--- config.mk ---
export PLATFORM = sky130hd
export DESIGN_NAME = sequential_mul_div
export DESIGN_NICKNAME = d
export VERILOG_FILES = /design/src/rtl/sequential_mul_div.sv
export SDC_FILE = /design/constraint.sdc
export NUM_CORES = 1
export LEC_CHECK = 0
export BUFFER_PORTS_ARGS = -buffer_cell sky130_fd_sc_hd__clkbuf_2
export CAP_MARGIN = 20
export CORE_UTILIZATION = 67
export DETAILED_ROUTE_END_ITERATION = 12
export GPL_ROUTABILITY_DRIVEN = 0
export PLACE_DENSITY = 0.9
export SLEW_MARGIN = 0
export SYNTH_ARGS = -nofsm -noshare
export SYNTH_HDL_FRONTEND = slang
export SYNTH_SLANG_ARGS = --single-unit
--- constraint.sdc ---
create_clock -name clk -period 9.3 [get_ports clk]
set_clock_uncertainty 0.1 [all_clocks]
set_input_delay 0.465 -clock clk [delete_from_list [all_inputs] [get_ports clk]]
set_output_delay 0.465 -clock clk [all_outputs]
set_load 0.02 [all_outputs]
--- src/rtl/sequential_mul_div.sv ---
// sequential_mul_div: radix-2 iterative signed/unsigned multiply, divide and remainder unit
module sequential_mul_div #(
  parameter int WIDTH = 32
) (
  input  logic             clk,
  input  logic             reset,
  input  logic             start,
  input  logic [2:0]       op,
  input  logic [WIDTH-1:0] leftOperand,
  input  logic [WIDTH-1:0] rightOperand,
  output logic             busy,
  output logic             done,
  output logic [WIDTH-1:0] result,
  output logic             divByZero
);
  localparam int CW = $clog2(WIDTH + 1);
  typedef enum logic [1:0] {IDLE, RUN, FIX, ZERO} state_t;
  state_t state, nextState;
  logic [CW-1:0] count;
  logic [WIDTH-1:0] acc, opB, opC, magL, magR, fixVal;
  logic [WIDTH:0] trial;
  logic isDiv, isRem, negRes, divIn, remIn, signedIn, signL, signR;
  always_comb begin
    divIn = op[2:1] == 2'b01 || op[2:1] == 2'b10;
    remIn = op[2:1] == 2'b10;
    signedIn = !op[0] && op != 3'd6;
    signL = signedIn && leftOperand[WIDTH-1];
    signR = signedIn && rightOperand[WIDTH-1];
    magL = signL ? -leftOperand : leftOperand;
    magR = signR ? -rightOperand : rightOperand;
    trial = {acc, opC[WIDTH-1]} - {1'b0, opB};
    fixVal = isDiv && !isRem ? opC : acc;
    nextState = state == IDLE ? (start ? (divIn && rightOperand == '0 ? ZERO : RUN) : IDLE) :
                state == RUN  ? (count == CW'(1) ? FIX : RUN) : IDLE;
  end
  always_ff @(posedge clk or posedge reset) begin
    if (reset) state <= IDLE;
    else state <= nextState;
  end
  // acc is the product accumulator for mul and the partial remainder for div; opC shifts
  // the multiplier out (mul) or the dividend out while the quotient shifts in (div).
  always_ff @(posedge clk or posedge reset) begin
    if (reset) begin
      busy <= 1'b0;
      done <= 1'b0;
      result <= '0;
      divByZero <= 1'b0;
      count <= '0;
      acc <= '0;
      opB <= '0;
      opC <= '0;
      isDiv <= 1'b0;
      isRem <= 1'b0;
      negRes <= 1'b0;
    end else begin
      done <= 1'b0;
      case (state)
        IDLE: if (start) begin
          busy <= 1'b1;
          divByZero <= 1'b0;
          isDiv <= divIn;
          isRem <= remIn;
          negRes <= remIn ? signL : signL ^ signR;
          acc <= '0;
          opB <= divIn ? magR : magL;
          opC <= divIn ? magL : magR;
          count <= CW'(WIDTH);
        end
        RUN: begin
          count <= count - CW'(1);
          if (isDiv) begin
            acc <= trial[WIDTH] ? {acc[WIDTH-2:0], opC[WIDTH-1]} : trial[WIDTH-1:0];
            opC <= {opC[WIDTH-2:0], !trial[WIDTH]};
          end else begin
            acc <= opC[0] ? acc + opB : acc;
            opB <= opB << 1;
            opC <= opC >> 1;
          end
        end
        FIX: begin
          result <= negRes ? -fixVal : fixVal;
          done <= 1'b1;
          busy <= 1'b0;
        end
        default: begin
          result <= '0;
          divByZero <= 1'b1;
          done <= 1'b1;
          busy <= 1'b0;
        end
      endcase
    end
  end
endmodule

==> results of run 1 <==
## worst register-to-register path, cell delays in order (launching register included)
cell and delay, ns:
sky130_fd_sc_hd__dfrtp_1 0.52, sky130_fd_sc_hd__inv_1 0.12, sky130_fd_sc_hd__fa_1 0.49, sky130_fd_sc_hd__nand2b_1 0.18
sky130_fd_sc_hd__a21oi_1 0.30, sky130_fd_sc_hd__o211ai_1 0.24, sky130_fd_sc_hd__a211oi_2 0.42, sky130_fd_sc_hd__a21oi_1 0.24
sky130_fd_sc_hd__xnor2_4 0.17, sky130_fd_sc_hd__buf_4 0.56, sky130_fd_sc_hd__mux2i_1 0.27, sky130_fd_sc_hd__nor2_1 0.06
sky130_fd_sc_hd__a221o_1 0.30
## cell usage after synthesis (4+ instances only)
library cell               count
sky130_fd_sc_hd__nor3b_1       7
sky130_fd_sc_hd__o21ai_1       6
sky130_fd_sc_hd__o21ai_0     124
sky130_fd_sc_hd__a21oi_1     160
sky130_fd_sc_hd__mux2i_1      80
sky130_fd_sc_hd__buf_4         4
sky130_fd_sc_hd__nor2_1      159
sky130_fd_sc_hd__o22ai_1       4
sky130_fd_sc_hd__ha_1         72
sky130_fd_sc_hd__nor4_1       13
sky130_fd_sc_hd__mux2_2       14
sky130_fd_sc_hd__a31oi_1      27
sky130_fd_sc_hd__nor3_1       42
sky130_fd_sc_hd__nand4_1      14
sky130_fd_sc_hd__inv_1        68
sky130_fd_sc_hd__o221ai_1      9
sky130_fd_sc_hd__o21a_1        8
sky130_fd_sc_hd__a221o_1       7
sky130_fd_sc_hd__dfrtp_1     142
sky130_fd_sc_hd__o211ai_1     18
sky130_fd_sc_hd__xnor2_1      89
sky130_fd_sc_hd__buf_1        10
sky130_fd_sc_hd__and3_1       11
sky130_fd_sc_hd__nand2b_1     17
sky130_fd_sc_hd__a211oi_1     43
sky130_fd_sc_hd__a31o_2        5
sky130_fd_sc_hd__o311ai_0      4
sky130_fd_sc_hd__clkbuf_1     63
sky130_fd_sc_hd__nand2_1     196
sky130_fd_sc_hd__o41ai_1       5
sky130_fd_sc_hd__buf_2         8
sky130_fd_sc_hd__a22oi_1      17
sky130_fd_sc_hd__or3_1         9
sky130_fd_sc_hd__o31ai_1      15
sky130_fd_sc_hd__nand3b_1      5
sky130_fd_sc_hd__a311oi_1      5
sky130_fd_sc_hd__xor2_1       54
sky130_fd_sc_hd__and2_1       21
sky130_fd_sc_hd__nor2b_1      11
sky130_fd_sc_hd__a21o_1       26
sky130_fd_sc_hd__nand3_1      22
## final cells by class
cell class                      count  area, sq um
Timing Repair Buffer              119          633
Clock buffer                       21          450
Tap cell                          260          325
Sequential cell                   142         3550
Multi-Input combinational cell   1377         9010
Fill cell                        1351         4670
Clock inverter                     11          113
Inverter                           69          264
## cells by family (layout without fill, tap and decap cells)
kind of cell             Yosys count  after routing  synth area share [%]
XOR/XNOR                         144            144                  9.63
adder cells (fa/ha/maj)           74             74                  7.14
AND/OR/NAND/NOR                  547            547                  19.3
flip-flops                       142            142                  27.0
AO/OA/AOI/OAI                    517            517                  24.6
multiplexers                      95             95                  7.45
buffers and inverters            157            220                  4.83
## worst max-delay path by stage
stage / from / endpoint / slack [ns] / cells after the start
3_3_place_gp: opB[0] / acc[13] / 5.57 / 12
4_1_cts: acc[0] / acc[12] / 5.38 / 12
3_5_place_dp: acc[0] / acc[12] / 5.45 / 12
2_1_floorplan: reset / acc[0] / 4.93 / 1
5_1_grt: opC[31] / acc[13] / 5.05 / 13
6_report: acc[0] / acc[12] / 5.22 / 12
## placed cells by master, fill, tap and decap left out, drive strengths merged, types with 11 or more instances in the layout
cell    count
o211ai     18
xnor2      90
a22oi      17
nor3       43
a211oi     45
nand2     197
and3       11
nor2b      12
dfrtp     142
nand4      14
buf        15
clkbuf    125
inv        70
nor4       16
o21ai     130
o31ai      16
ha         72
nor2      159
nand2b     18
xor2       54
a21o       26
nand3      22
a31oi      27
mux2       14
and2       21
mux2i      81
a21oi     161
## power groups by stage
stage          clock network (mW)  registers, mW  logic (mW)
6_report                    0.673           1.27        4.42
5_1_grt                     0.690           1.27        4.74
4_1_cts                     0.664           1.23        4.25
3_5_place_dp                    0           1.23        4.18
3_3_place_gp                    0           1.22        4.01
2_1_floorplan                   0           1.09        3.27
## registers in the layout (all words and copies together), names as in the netlist, 2 cells and up
name and cells:
acc 32, opB 32, opC 32, result 32
count 6, state 2
## routing by layer
layer | part of all wire [%] | routed length [um] | vias to the layer above
li1 | - | - | 6149
met1 | 37 | 15800 | 6383
met2 | 43 | 18600 | 1063
met3 | 14 | 5830 | 240
met4 | 6.1 | 2620 | 0
met5 | 0 | 0 | -
## per-stage QoR
stage          std cells  worst slack (ns)  util (%)  area (sq um)
2_1_floorplan       1676              4.93         -         13200
3_3_place_gp        1967              5.57      72.5         13800
3_5_place_dp        1967              5.45      72.5         13800
4_1_cts             1999              5.38      75.4         14300
5_1_grt             1999              5.05      75.4         14300
6_report            1999              5.22      75.4         14300
==> summary.md, run 1 <==
| Metric | Value |
|---|---|
| Run status | `completed` |
| Total routing resource utilization after global routing | `a little over two fifths` |
| Total congestion overflow | `0` |
| Global-route wire length before repair | `just under 70,000 um` |
| Number of failing setup endpoints in the final timing report | `0` |
| Initial detailed-routing violation count | `~1,800` |
| Worst vdd ir | `0.281 mV` |
| Peak fanout along the critical path | `44` |
| Minimum period implied by the final worst setup slack | `between 4 and 5 ns` |
| Via count | `around 14,000` |
| Largest net degree at the start of global routing | `just under 80` |
| HPWL after DPL | `~32,000 um` |
| Switching component of the power | `approximately 3.4 mW` |
| Met2 GRT Util | `roughly two thirds` |
| Total power divided by cell area | `roughly 440 nW/um^2` |
| Dominant cells by area after synthesis | `sky130_fd_sc_hd__dfrtp_1 27%, sky130_fd_sc_hd__ha_1 6.8%, sky130_fd_sc_hd__a21oi_1 6.1%, sky130_fd_sc_hd__mux2i_1 6.1%, sky130_fd_sc_hd__xnor2_1 5.9%` |
| Worst-case headroom to the max-slew limit | `about a fifth` |
| Number of max-slew violations in the final report | `0` |
| Share of synthesized area occupied by flip-flops and latches | `27.0%` |
| Final-layout worst hold slack | `about 0.023 ns` |
| Worst path bufs/invs | `2` |
| Power share of the combinational group | `a little over two thirds` |
| Reg-to-reg endpoint | `acc[12]` |
| Fmax | `about 0.25 GHz` |
| Tot Pwr | `between 6 and 7 mW` |
| Count of TritonRoute iterations in the first routing pass | `6` |
| Primary FF master, synth | `sky130_fd_sc_hd__dfrtp_1` |
| Top-level port count | `105` |
| Die Span Y | `roughly 140 um` |
| Slowest cell on the critical path | `sky130_fd_sc_hd__buf_4` |
| Most crowded layer after global routing | `met2` |
| Post-Synthesis Mean Instance Area | `7.86 sq um` |
| Sequential power share | `19.9%` |
| Clock sink count | `between 100 and 150` |
| CTS buffer count | `17` |
| FF-to-FF Start | `acc[0]` |
| Cell internal power dissipation | `between 2 and 3 mW` |
| Sum of routed wire length over all layers | `42,900 um` |
| Worst Reg2Reg Path Length in Cells | `12` |
| Maximum buffer depth of the clock tree | `2` |
| Critical path data arrival time | `4.29 ns` |
| Library cell occupying the most area in the post-synthesis netlist | `sky130_fd_sc_hd__dfrtp_1` |
| Met3 capacity usage during global routing | `about an eighth` |
| Endpoint class of the critical path | `flip-flop` |
| # port buffers | `between 100 and 150` |
| Number of enable flip-flop cells after synthesis | `0` |
| Ratio of final minimum period to clock period | `between 40% and 50%` |
| CP top delay family | `compound AO/OA/AOI/OAI gates` |
| Clk pin slew, worst setup/hold paths | `0.06 ns` |
| Type of the setup path with the least slack | `reg -> reg` |
| Fraction of layout cells with a size suffix above 1 | `a little under an eighth` |
| Library cell appearing most often on the critical path | `sky130_fd_sc_hd__a21oi_1` |
| Clock tree from TritonCTS | `built` |
| Sort of element at the start of the critical path | `flip-flop` |
| Leakage component of the power | `roughly 6.4 nW` |
| # nets final | `about 1,900` |
| Number of cells produced by synthesis | `approximately 1,700` |
| Synthesis Warnings | `0` |
| Clk root buf | `sky130_fd_sc_hd__clkbuf_16` |
| Final sum of negative setup slack | `0 ns` |
| Required time at the worst-slack endpoint | `9.52 ns` |
| Global routing met1 resource utilization | `54.9%` |
| Relative area change from synthesis to final layout | `8.90%` |
| Maximum single-stage delay on the critical path | `between 0.5 and 0.6 ns` |
| Area share of the leading cell type in the synthesized netlist | `between 20% and 30%` |
| Mapped cell area | `~13,000 sq um` |
| CTS resizes | `0` |
| H-tree depth | `4` |
| Die W | `~140 um` |
| Effective utilization at floorplan | `between 60% and 70%` |
| Seq cells post-synth | `approximately 140` |
| Post-route ant nets | `0` |
| Switching part of the total power | `between 50% and 60%` |
| Number of antenna cells inserted | `0` |
| Die area | `a little over 20,000 sq um` |
| Clock insertion delay at the later pin of the skew report | `0.44 ns` |
| Register-to-register path setup slack | `5.22 ns` |
| Number of distinct library cells after synthesis | `83` |
| Number of standard-cell rows in the floorplan | `50` |
| Hold Violations, Final | `0` |
| Min-delay worst type | `in -> async` |
| Syn_nets | `around 1,800` |
| Cell breakdown of the critical path | `inv_1 > fa_1 > nand2b_1 > a21oi_1 > o211ai_1 > a211oi_2 > a21oi_1 > xnor2_4 > buf_4 > mux2i_1 > nor2_1 > a221o_1` |
| Share of async-settable or async-resettable flops after synthesis | `between 90% and 100%` |
| Slew at the pin closest to its max-slew limit | `between 1 and 1.5 ns` |
| Detailed-route vias per instance | `around 6.9` |
| Total DRC errors in the routed layout | `0` |
| Clock network power share | `roughly a tenth` |
| Detail-routed net length per standard cell | `between 20 and 25 um` |
| Unrepaired setup endpoints after global routing | `no` |
| Max capacitance violation total | `0` |
| Number of antenna violations at the first check in global routing | `0` |
| Post CTS Setup Buffer Count | `0` |
| Via count of the first global-routing pass | `13,068` |
| Hold buffer count at cts | `0` |
| Area of the core region | `~19,000 sq um` |
No activity file was read; power rests on OpenSTA's default activity.
==> inputs of run 2 (changes only) <==
Settings changed: CORE_UTILIZATION 67 to 56, PLACE_DENSITY 0.9 to 0.8.
Clock period 9.3 ns to 3.3 ns, I/O delays scaled along.
==> run 2 against run 1 <==
- cell area is 4.6% higher
- maximum frequency up 25%
- register-to-register slack got worse by 5.2 ns
- global-route usage is 8.1 points lower
- first-iteration DRC count shrank 18%
- wire length decreased by 1.2%
- hold slack got worse by 0.017 ns
- critical endpoint is now acc[28]
- critical path depth decreased by 2
- sequential share of layout area fell by 1.1 points
==> summary.md, run 2 (same netlist as run 1, synthesis figures left out) <==
| Metric | Value |
|---|---|
| Run status | `completed` |
| Fraction of the core area covered by cells at the end of the flow | `between 60% and 70%` |
| Area of the core region | `~23,000 sq um` |
| Maximum single-stage delay on the critical path | `between 0.4 and 0.5 ns` |
| Worst vdd ir | `roughly 0.56 mV` |
| Required time at the worst-slack endpoint | `between 3 and 4 ns` |
| Via count of the first global-routing pass | `between 10,000 and 15,000` |
| H-tree depth | `4` |
| Number of inserted filler cells in the final layout | `about 1,900` |
| Highest-count cells in the layout ignoring fill and taps | `196 x sky130_fd_sc_hd__nand2_1, 159 x sky130_fd_sc_hd__nor2_1, 157 x sky130_fd_sc_hd__a21oi_1` |
| Tot Pwr | `roughly 19 mW` |
| Slowest cell on the critical path | `sky130_fd_sc_hd__dfrtp_1` |
| Number of antenna cells inserted | `0` |
| Number of standard-cell rows in the floorplan | `55` |
| Slew at the pin closest to its max-slew limit | `about 0.79 ns` |
| Die Span Y | `about 160 um` |
| Sequential Area | `3560 sq um` |
| Sequential power share | `18.5%` |
| Clock insertion delay at the later pin of the skew report | `approximately 0.46 ns` |
| Type of the setup path with the least slack | `reg -> reg` |
| Most crowded layer after global routing | `met2` |
| Peak fanout along the critical path | `5` |
| Clk pin slew, worst setup/hold paths | `roughly 0.070 ns` |
| Leakage component of the power | `approximately 6.8 nW` |
| Min-delay worst type | `in -> reg` |
| Switching part of the total power | `52.5%` |
| Minimum period implied by the final worst setup slack | `between 3 and 4 ns` |
| Top-level port count | `105` |
| CTS buffer count | `17` |
| Number of antenna violations at the first check in global routing | `0` |
| Sum of routed wire length over all layers | `~42,000 um` |
| Total power divided by cell area | `around 1300 nW/um^2` |
| Most frequent standard cell in the layout excluding fill and tap cells | `sky130_fd_sc_hd__nand2_1` |
| Worst-case headroom to the max-slew limit | `a little under half` |
| Global-route wire length before repair | `approximately 66,000 um` |
| Total routing resource utilization after global routing | `about a third` |
| Clock sink count | `around 140` |
| Sort of element at the start of the critical path | `flip-flop` |
| Met3 capacity usage during global routing | `6.38%` |
| Detailed-route vias per instance | `between 6 and 7` |
| Number of failing setup endpoints in the final timing report | `0` |
| Endpoint class of the critical path | `flip-flop` |
| Switching component of the power | `9.87 mW` |
| Power share of the combinational group | `70.8%` |
| # port buffers | `104` |
| Maximum buffer depth of the clock tree | `2` |
| Initial detailed-routing violation count | `roughly 1,500` |
| Total congestion overflow | `0` |
| # nets final | `around 1,900` |
| Count of TritonRoute iterations in the first routing pass | `6` |
| Critical path data arrival time | `between 3 and 4 ns` |
| Effective utilization at floorplan | `between 50% and 60%` |
| Met2 GRT Util | `between 50% and 60%` |
| Post-place instance area | `approximately 14,000 sq um` |
| Fmax | `0.306 GHz` |
| Max capacitance violation total | `0` |
| Die W | `approximately 160 um` |
| Cell breakdown of the critical path | `ha_1 > a21oi_1 > o21ai_0 > a221o_1 > a211oi_4 > a21oi_1 > a211o_1 > a31oi_1 > mux2i_1 > o211ai_1` |
| Hold Violations, Final | `0` |
| Final-layout worst hold slack | `between 0.005 and 0.006 ns` |
| Total DRC errors in the routed layout | `0` |
| Fraction of layout cells with a size suffix above 1 | `between 10% and 20%` |
| Via count | `13,545` |
| Footprint of the multi-input gates | `a little over 9000 sq um` |
| Cell internal power dissipation | `slightly below 9 mW` |
| HPWL after DPL | `32,000 um` |
| Clock network power share | `between 10% and 20%` |
| Final sum of negative setup slack | `0 ns` |
| Relative area change from synthesis to final layout | `13.9%` |
| Ratio of final minimum period to clock period | `between 90% and 100%` |
| Library cell appearing most often on the critical path | `sky130_fd_sc_hd__a21oi_1` |
| Number of max-slew violations in the final report | `0` |
| Detail-routed net length per standard cell | `roughly 20 um` |
| Clock tree from TritonCTS | `built` |
| Post-route cell area | `between 15,000 and 20,000 sq um` |
| Clk root buf | `sky130_fd_sc_hd__clkbuf_16` |
| Global routing met1 resource utilization | `48.6%` |
| Post-route ant nets | `0` |
| Die area | `24,100 sq um` |
| Largest net degree at the start of global routing | `about 140` |
[run 2: cell count changes in the layout (fill, tap and decap cells not counted), sizes merged]
| cell | delta |
|---|---|
| buf | +54 |
| inv | +6 |
| clkbuf | -3 |
| clkinvlp | -2 |
| dlygate4sd3 | +2 |
| bufinv | -1 |
| clkinv | +1 |
[run 2: per-stage QoR]
step / instances / worst slack, ns
2_1_floorplan: 1676 / 0.225
3_3_place_gp: 2067 / 0.0853
3_5_place_dp: 2067 / -0.00752
4_1_cts: 2101 / 0.0546
5_1_grt: 2109 / -0.103
6_report: 2109 / 0.0314
[run 2: worst max-delay path, delay by kind of cell (launching register included)]
family,cells,cell delay (ns)
multiplexers,1,0.24
adder cells (fa/ha/maj),1,0.39
flip-flops,1,0.44
AO/OA/AOI/OAI,8,1.96
[run 2: final timing paths]
| check | start | end | slack, ns | depth (start not counted) |
|---|---|---|---|---|
| worst min register to register | result[18] | result[18] | 0.38 | 2 |
| worst max register to register | acc[13] | acc[28] | 0.03 | 10 |
| max in group asynchronous | reset | acc[0] | 2.10 | 4 |
| min in group asynchronous | reset | result[6] | 0.40 | 4 |
| worst min-delay path | leftOperand[31] | opB[31] | 0.006 | 3 |
| worst max-delay path | acc[13] | acc[28] | 0.03 | 10 |
[run 2: per-layer routing]
metal | part of all wire (%) | vias up
li1 | - | 6259
met1 | 42 | 6375
met2 | 43 | 775
met3 | 11 | 136
met4 | 4.6 | 0
met5 | 0 | -
[run 2: timing repair]
action | CTS | global route
setup endpoints to repair | 4 | 29
hold endpoints to repair | 143 | 0
buffers inserted | 0 | 7
gates cloned | 0 | 1
resized for setup | 1 | 12
pin swaps | 0 | 6
hold buffers | 2 | 0
[run 2: cell type report]
| cell class | count | area share, % |
|---|---|---|
| tap | 313 | 2.61 |
| timing repair buffer | 176 | 7.50 |
| clock buffer | 17 | 2.84 |
| multi-input combinational | 1377 | 60.4 |
| inverter | 69 | 1.75 |
| sequential | 142 | 23.7 |
| clock inverter | 15 | 1.23 |
[run 2: power by group through the flow]
stage	Sequential, mW	Clock [mW]	Combinational [mW]
final	3.48	2.00	13.3
after global routing	3.52	2.06	14.4
after CTS	3.39	1.99	12.5
after detailed placement	3.41	0	12.3
after global placement	3.39	0	12.0
after floorplan	3.06	0	9.20
==> inputs of run 3 (changes only) <==
Settings changed: PLACE_DENSITY 0.8 to 0.78.
==> run 3 against run 2 <==
- critical path depth increased by 1
- sequential share of layout area increased by 0.051 points
- final cell count decreased by 0.19%
- sequential power about the same
- non-clock buffer count decreased by 4
- via count increased by 0.44%
- count of clock-buffer cells in the layout unchanged
- cell area decreased by 0.25%
- maximum frequency decreased by 0.27%
- worst setup slack got worse by 0.0088 ns
- clock power about the same
- critical path type unchanged
- critical endpoint is now opC[0]
==> summary.md, run 3 (same netlist as run 1, synthesis figures left out) <==
| Metric | Value |
|---|---|
| Run status | `completed` |
| Slowest cell on the critical path | `sky130_fd_sc_hd__nor4_1` |
| Sum of routed wire length over all layers | `42,000 um` |
| Die W | `~160 um` |
| Cell breakdown of the critical path | `buf_4 > ha_1 > and3_1 > nand2_1 > nor4_1 > a21oi_2 > xnor2_4 > buf_4 > clkbuf_16 > a211oi_1 > o21ai_0` |
| Top-level port count | `approximately 110` |
| Total power divided by cell area | `approximately 1200 nW/um^2` |
| FF-to-FF Start | `acc[17]` |
| Most frequent standard cell in the layout excluding fill and tap cells | `sky130_fd_sc_hd__nand2_1` |
| Number of max-slew violations in the final report | `0` |
| Clock sink count | `approximately 140` |
| Die area | `24,100 sq um` |
| Required time at the worst-slack endpoint | `between 3 and 4 ns` |
| Clk pin slew, worst setup/hold paths | `0.08 ns` |
| Post-route cell area | `15,000 sq um` |
| Hold Violations, Final | `0` |
| Library cell appearing most often on the critical path | `sky130_fd_sc_hd__buf_4` |
| Peak fanout along the critical path | `16` |
| Sort of element at the start of the critical path | `flip-flop` |
| Maximum buffer depth of the clock tree | `2` |
| Largest net degree at the start of global routing | `roughly 140` |
| Post-place instance area | `14,200 sq um` |
| Worst Reg2Reg Path Length in Cells | `11` |
| Clk root buf | `sky130_fd_sc_hd__clkbuf_16` |
| Count of TritonRoute iterations in the first routing pass | `6` |
| Reg-to-reg endpoint | `opC[0]` |
| Initial detailed-routing violation count | `1,507` |
| Sequential power share | `between 10% and 20%` |
| Number of standard-cell rows in the floorplan | `55` |
| CP top delay family | `simple AND/OR/NAND/NOR gates` |
| Via count | `between 10,000 and 15,000` |
| Worst path bufs/invs | `3` |
| Total congestion overflow | `0` |
| Leakage component of the power | `a little under 7 nW` |
| Endpoint class of the critical path | `flip-flop` |
| Fmax | `approximately 0.31 GHz` |
| H-tree depth | `4` |
| Worst vdd ir | `roughly 0.65 mV` |
| Fraction of layout cells with a size suffix above 1 | `between 10 and 15%` |
| Placed cell count | `~2,100` |
| CTS buffer count | `17` |
| Cell internal power dissipation | `about 8.8 mW` |
| Max capacitance violation total | `0` |
| Hold path depth | `3` |
| Worst-case headroom to the max-slew limit | `a little under half` |
| Relative area change from synthesis to final layout | `13.6%` |
| Min-delay worst type | `in -> reg` |
| HPWL after DPL | `approximately 32,000 um` |
| # port buffers | `104` |
| Type of the setup path with the least slack | `reg -> reg` |
| Endpoint of the worst hold path | `isRem` |
| Area of the core region | `between 20,000 and 25,000 sq um` |
| Highest-count cells in the layout ignoring fill and taps | `196 x sky130_fd_sc_hd__nand2_1, 159 x sky130_fd_sc_hd__nor2_1, 157 x sky130_fd_sc_hd__a21oi_1` |
| Total DRC errors in the routed layout | `0` |
| Ratio of final minimum period to clock period | `between 90% and 100%` |
| Number of antenna violations at the first check in global routing | `0` |
| Power share of the combinational group | `between 70% and 80%` |
| Effective utilization at floorplan | `57.7%` |
| Die Span Y | `approximately 160 um` |
| Detailed-route vias per instance | `around 6.5` |
| Maximum single-stage delay on the critical path | `between 0.5 and 0.6 ns` |
| Switching part of the total power | `a little over half` |
| Global-route wire length before repair | `around 66,000 um` |
| Final-layout worst hold slack | `0.0255 ns` |
| Stages on worst setup path | `11` |
| Via count of the first global-routing pass | `between 10,000 and 15,000` |
| Slew at the pin closest to its max-slew limit | `0.783 ns` |
| Register-to-register path setup slack | `approximately 0.023 ns` |
| Detail-routed net length per standard cell | `about 20 um` |
| Clock insertion delay at the later pin of the skew report | `around 0.45 ns` |
| Minimum period implied by the final worst setup slack | `3.28 ns` |
| Clock network power share | `10.6%` |
| Final non-filler cell total | `~2,100` |
| Clock tree from TritonCTS | `built` |
| Critical path data arrival time | `3.48 ns` |
| Total routing resource utilization after global routing | `around a third` |
| # nets final | `between 1,500 and 2,000` |
| Number of failing setup endpoints in the final timing report | `0` |
| Switching component of the power | `around 9.7 mW` |
| Post-route ant nets | `0` |
| Launch instance of the worst min-delay path | `op[2]` |
| Number of antenna cells inserted | `0` |
## run 3: power by group through the flow
stage               clock network, mW  logic, mW  registers (mW)
floorplan                           0       9.20            3.06
global placement                    0       12.0            3.36
detailed placement                  0       12.4            3.38
CTS                              1.97       12.5            3.36
global route                     2.05       14.1            3.49
finish                           1.97       13.1            3.45
## run 3: metrics by stage
stage	setup WS (ns)	setup TNS (ns)	total power [mW]	utilization (%)
2_1_floorplan	0.225	0	12.3	-
3_3_place_gp	0.0325	0	15.4	62.3
3_5_place_dp	-0.0316	-0.0316	15.7	62.3
4_1_cts	0.0433	0	17.8	65.1
5_1_grt	-0.0150	-0.0152	19.7	65.5
6_report	0.0227	0	18.5	65.5
## run 3: repair_timing
action / in CTS / in global routing
pin swaps: 0 / 5
cloned: 0 / 1
hold buffers: 2 / 0
setup buffers: 0 / 2
endpoints found under the hold margin: 143 / 0
gates resized for setup: 2 / 9
setup endpoints to repair: 5 / 17
## run 3: how the worst max path moves through the flow
stage,startpoint,end,slack [ns]
CTS,opB[0],acc[4],0.04
global route,acc[18],acc[12],-0.02
floorplan,opB[0],acc[4],0.23
detailed placement,opB[0],acc[4],-0.03
finish,acc[17],opC[0],0.02
global placement,opB[23],acc[4],0.03
## run 3: area by class of cell
type | instances | area [sq um]
clock buffer | 17 | 425
clock inverter | 15 | 186
fill | 1948 | 7880
inverter | 69 | 263
multi-input combinational | 1377 | 9050
sequential | 142 | 3550
tap | 313 | 392
timing repair buffer | 172 | 1090
## run 3: metal layers
metal / wire (um) / track usage [%]
met1: 17600 / 47.6
met2: 18200 / 53.1
met3: 4100 / 5.93
met4: 2180 / 17.6
met5: 0 / 0
## run 3: worst register-to-register path, cell delays in order (launching register included)
cell and delay [ns]:
sky130_fd_sc_hd__dfrtp_1 0.39, sky130_fd_sc_hd__buf_4 0.17, sky130_fd_sc_hd__ha_1 0.42, sky130_fd_sc_hd__and3_1 0.26, sky130_fd_sc_hd__nand2_1 0.10, sky130_fd_sc_hd__nor4_1 0.57, sky130_fd_sc_hd__a21oi_2 0.20, sky130_fd_sc_hd__xnor2_4 0.20
sky130_fd_sc_hd__buf_4 0.18, sky130_fd_sc_hd__clkbuf_16 0.18, sky130_fd_sc_hd__a211oi_1 0.25, sky130_fd_sc_hd__o21ai_0 0.14
